`config.mk`:
```
export PLATFORM = sky130hd
export DESIGN_NAME = vga_timing_gen
export DESIGN_NICKNAME = d
export VERILOG_FILES = /design/src/rtl/vga_timing_gen.sv
export SDC_FILE = /design/constraint.sdc
export NUM_CORES = 1
export LEC_CHECK = 0
export CAP_MARGIN = 20
export CORE_ASPECT_RATIO = 1.2
export CORE_MARGIN = 2
export CORE_UTILIZATION = 30
export CTS_BUF_LIST = sky130_fd_sc_hd__clkbuf_2
export CTS_CLUSTER_DIAMETER = 40
export DETAILED_ROUTE_END_ITERATION = 8
export SLEW_MARGIN = 20
export SYNTH_ARGS = -nofsm -noshare
export SYNTH_HDL_FRONTEND = slang
export SYNTH_SLANG_ARGS = --single-unit
```
`constraint.sdc`:
```
create_clock -name clk -period 2.3 [get_ports clk]
set_input_delay 0.69 -clock clk [delete_from_list [all_inputs] [get_ports clk]]
set_output_delay 0.69 -clock clk [all_outputs]
set_load 0.05 [all_outputs]
```
`src/rtl/vga_timing_gen.sv`:
```
// -----------------------------------------------------------------------------
// vga_timing_gen
//   Raster timing generator. It divides the system clock down to a pixel
//   strobe, then counts pixels across a line (hc) and lines down a frame
//   (vc). The sync, visible-area and end-of-line/frame flags are decoded
//   from those counters.
//
// Ports
//   clk        in   system clock
//   rst_n      in   asynchronous active-low reset. Release must already be
//                   synchronised to clk.
//   en         in   run enable. When low, the divider and both counters hold.
//   hc[9:0]    out  horizontal pixel count (register output)
//   vc[9:0]    out  vertical line count (register output)
//   hsync      out  horizontal sync, active low
//   vsync      out  vertical sync, active low
//   video_on   out  1 while (hc, vc) is inside the visible area
//   pixel_tick out  one-clk pixel strobe
//   line_end   out  one-clk pulse on the last pixel of a line
//   frame_end  out  one-clk pulse on the last pixel of a frame
//
// Downstream logic should use hc/vc only while video_on is high.
// -----------------------------------------------------------------------------
module vga_timing_gen #(
   parameter int CLK_DIV   = 4,
   parameter int H_VISIBLE = 640,
   parameter int H_FP      = 16,
   parameter int H_SYNC    = 96,
   parameter int H_BP      = 48,
   parameter int V_VISIBLE = 480,
   parameter int V_FP      = 10,
   parameter int V_SYNC    = 2,
   parameter int V_BP      = 33
) (
   input  logic       clk,
   input  logic       rst_n,
   input  logic       en,
   output logic [9:0] hc,
   output logic [9:0] vc,
   output logic       hsync,
   output logic       vsync,
   output logic       video_on,
   output logic       pixel_tick,
   output logic       line_end,
   output logic       frame_end
);

   localparam int H_TOTAL = H_VISIBLE + H_FP + H_SYNC + H_BP;
   localparam int V_TOTAL = V_VISIBLE + V_FP + V_SYNC + V_BP;
   localparam int DIV_W   = (CLK_DIV > 1) ? $clog2(CLK_DIV) : 1;

   // Sync window bounds can reach 1024 when a total is exactly 1024.
   // Compare in 11 bits so that those bounds do not alias to 0.
   localparam logic [10:0] H_VIS_LIM  = 11'(H_VISIBLE);
   localparam logic [10:0] H_SYNC_BEG = 11'(H_VISIBLE + H_FP);
   localparam logic [10:0] H_SYNC_END = 11'(H_VISIBLE + H_FP + H_SYNC);
   localparam logic [10:0] V_VIS_LIM  = 11'(V_VISIBLE);
   localparam logic [10:0] V_SYNC_BEG = 11'(V_VISIBLE + V_FP);
   localparam logic [10:0] V_SYNC_END = 11'(V_VISIBLE + V_FP + V_SYNC);
   localparam logic [9:0]  H_LAST     = 10'(H_TOTAL - 1);
   localparam logic [9:0]  V_LAST     = 10'(V_TOTAL - 1);
   localparam logic [DIV_W-1:0] DIV_LAST = DIV_W'(CLK_DIV - 1);

   // Catch illegal configurations at elaboration time.
   generate
      if (H_TOTAL > 1024 || V_TOTAL > 1024) begin : g_bad_total
         $error("vga_timing_gen: H_TOTAL/V_TOTAL must not exceed 1024");
      end
      if (CLK_DIV < 1 || CLK_DIV > 16) begin : g_bad_div
         $error("vga_timing_gen: CLK_DIV must be in 1..16");
      end
   endgenerate

   logic [DIV_W-1:0] div_cnt;
   logic [10:0]      hc_x;
   logic [10:0]      vc_x;

   // -------------------------------------------------------------------------
   // Strobes. All of them are gated by en, so they are all 0 while frozen.
   // When CLK_DIV == 1, div_cnt stays at 0 (equal to DIV_LAST), so
   // pixel_tick simply follows en.
   // -------------------------------------------------------------------------
   assign pixel_tick = en & (div_cnt == DIV_LAST);
   assign line_end   = pixel_tick & (hc == H_LAST);
   assign frame_end  = line_end & (vc == V_LAST);

   // Pixel divider. It holds its phase while en is low, so resuming
   // neither drops nor adds a pixel.
   always_ff @(posedge clk or negedge rst_n) begin
      if (!rst_n) begin
         div_cnt <= '0;
      end else if (en) begin
         if (div_cnt == DIV_LAST) div_cnt <= '0;
         else                     div_cnt <= div_cnt + 1'b1;
      end
   end

   // Horizontal counter.
   always_ff @(posedge clk or negedge rst_n) begin
      if (!rst_n) begin
         hc <= '0;
      end else if (pixel_tick) begin
         if (hc == H_LAST) hc <= '0;
         else              hc <= hc + 1'b1;
      end
   end

   // Vertical counter. It steps on the same edge on which hc wraps.
   always_ff @(posedge clk or negedge rst_n) begin
      if (!rst_n) begin
         vc <= '0;
      end else if (line_end) begin
         if (vc == V_LAST) vc <= '0;
         else              vc <= vc + 1'b1;
      end
   end

   // -------------------------------------------------------------------------
   // Decodes. These are purely combinational from the current counts, so
   // they stay in the same cycle as hc/vc and keep tracking while frozen.
   // -------------------------------------------------------------------------
   assign hc_x = {1'b0, hc};
   assign vc_x = {1'b0, vc};

   assign hsync    = ~((hc_x >= H_SYNC_BEG) && (hc_x < H_SYNC_END));
   assign vsync    = ~((vc_x >= V_SYNC_BEG) && (vc_x < V_SYNC_END));
   assign video_on = (hc_x < H_VIS_LIM) && (vc_x < V_VIS_LIM);

endmodule

```
==> impl_metrics.yaml <==
layout:
  fin_cells: 224
  utilization_pct: 45.7
  layout_commonest_cell: "buf_4"
  seqCellArea_um2: 564
  antennaDiodeCount: 0
  area.growth.synth_to_final_pct: 46.2
  nets: 179
  multi_input_area_um2: 652
  nFillCells: 413
  final_cell_mix: "30 x buf_4, 11 x dfrtp_1, 11 x dfrtp_2"
  drive_gt1_share_pct: 39.4
floorplan:
  fp.dieH_um: 74.2
  initial_core_util_pct: 31.3
  num_io_pins: 29
  design.core.area_um2: 3940
  die_w_um: 62.5
  dieArea_um2: 4640
  rows: 25
clock_network:
  path_clk_slew_ns: 0.22
  root_buffer: "clkbuf_2"
  cts.sinks: 22
  cts_max_path_buffers: 2
  cts_max_level: 1
  cts_tree: "yes"
  clk_latency_ns: 0.33
  cts_buffers: 3
  holdBufCountCts: 0
critical_path:
  cp.arrival_ns: 1.93
  cp-end-kind: "primary output"
  rr_endpoint: "vc[4]"
  r2r_cells: 7
  timing.rr.start: "hc[6]"
  start_kind: "primary input"
  cp_max_fo: 3
  reg2reg_slack_ns: 0.32
  crit_required_ns: 1.61
  crit_type: "primary input to primary output"
status:
  status: "finished with violations"
  failed_checks: "negative setup slack"
sta:
  finClkSkew_ns: 0.0139
  rsz0062_at_grt: "yes"
  max_slew.worst_pin.slew_ns: 0.508
  post-route-period-util_pct: 114
  period_minus_slack_ns: 2.62
  timing.final.setup_violations: 2
  slew_violations: 0
  max_freq_ghz: 0.382
  layout_setup_ws_ns: -0.321
  hold_violations: 0
  maxSlewHeadroom_pct: 66.1
synth:
  synth_nets: 128
  synth_area_um2: 1230
  synth_edf_count: 0
  yosysSeqAreaShare_pct: 44.7
  syn_inst: 120
  ys_seq_elements: 22
  synth.distinct_cells: 42
  synth_flop_cell: "dfrtp_1"
  syn_avg_cell_area_um2: 10.3
  yosysWarnings: 0
  ys_async_sr_fraction_pct: 100
global_routing:
  grt_max_degree: 23
  gr-usage-all-layers_pct: 13.6
  grt_pass1_vias: 1094
  overflow: 0
  antenna_found_initial: 0
  grt_pass1_wl_um: 5080
detailed_routing:
  vias: 1088
  ant_nets: 0
  dr.pass1.iters: 4
  drt_iter0_drc: 42
  wl_um: 2970
  wire_per_inst_um: 13.3
  drt-vias-per-instance: 4.86
  drc: 0
power_and_ir_drop:
  p_int_mw: 0.646
  clkPwrFrac_pct: 15.3
  p_comb_share_pct: 37.6
  p_per_area_nw_per_um2: 592
  worst_ir_drop_vdd_mv: 0.489
  pwr-share-seq_pct: 47.0
  p_sw_mw: 0.420
  swShare_pct: 39.4
  p_leak_nw: 0.868
worst_hold_path:
  min_path_type: "register to register"
  min-delay-start: "vc[7]"
  min_to: "vc[7]"
  whs_path_depth: 1
placed_design:
  placed_cells: 216
  routabilityCongestion: 0.892
  portBuffers: 28
  dpl.hpwl_um: 2220
job:
  maxCapViolCount: 0
[worst max-delay path, cell delays in order]
cell           delay [ns]
dlygate4sd2_1        0.25
nand2_4              0.07
or4_4                0.58
clkinv_8             0.07
and2_4               0.15
buf_12               0.13
[through the flow]
step	setup slack [ns]	power [mW]	cell area, um2	TNS, ns	hold slack (ns)
after floorplan	-0.278	0.740	1250	-0.313	0.394
after global placement	-0.583	0.873	1710	-2.73	0.493
after detailed placement	-0.586	0.888	1710	-2.83	0.505
after CTS	-0.371	1.06	1740	-0.709	0.547
after global routing	-0.414	1.15	1800	-0.798	0.579
final	-0.321	1.07	1800	-0.612	0.547
[power groups by stage]
stage | clock network (mW) | registers (mW) | logic (mW)
2_1_floorplan | 0 | 0.613 | 0.127
3_3_place_gp | 0 | 0.498 | 0.375
3_5_place_dp | 0 | 0.502 | 0.386
4_1_cts | 0.176 | 0.495 | 0.391
5_1_grt | 0.193 | 0.516 | 0.436
6_report | 0.163 | 0.501 | 0.401
[cells in the mapped netlist, types with 3 or more instances]
cell	instances	area share, %
dfrtp_1	22	45
nand2_1	10	3.0
nor2_1	9	2.7
o21ai_0	7	2.8
inv_1	6	1.8
xnor2_1	6	4.3
ha_1	5	5.1
nand3_1	5	2.0
nand4_1	5	2.5
and3_1	4	2.0
xor2_1	4	2.8
mux2_2	3	2.7
nor3_1	3	1.2
[layout make-up]
cell class,count,area share [%]
sequential,22,31.3
tap,54,3.75
inverter,7,2.15
clock buffer,4,1.11
multi-input combinational,88,36.2
timing repair buffer,49,25.5
[flip-flops by register name, summed over array words and instances (netlist names)]
name,cells
vc,10
hc,10
div_cnt,2
[worst max path at each step]
stage,slack (ns),to,start
4_1_cts,-0.37,frame_end,hc[6]
5_1_grt,-0.41,frame_end,hc[6]
6_report,-0.32,frame_end,en
2_1_floorplan,-0.28,frame_end,hc[6]
3_5_place_dp,-0.59,frame_end,en
3_3_place_gp,-0.58,frame_end,en
[layer usage]
layer,vias up,share of wire (%),track usage (%)
li1,525,-,-
met1,534,42,16.1
met2,29,53,25.1
met3,0,4.7,2.42
met4,0,0,4.69
met5,-,0,0
[what timing repair did]
item	in CTS	in global routing
gates resized for setup	13	12
pin swaps	1	3
endpoints found under the setup margin	12	7
cloned	0	0
buffers inserted	1	3
[cells by family after synthesis]
family,after synthesis,synth area share [%]
adders and majority gates,5,5.08
DFF,22,44.7
buffers and inverters,10,5.68
muxes,4,3.55
and+or+nand+nor,51,23.9
AOI/OAI and AO/OA,18,10.1
xor gates and xnor gates,10,7.11
(Power assumes the default switching activity.)
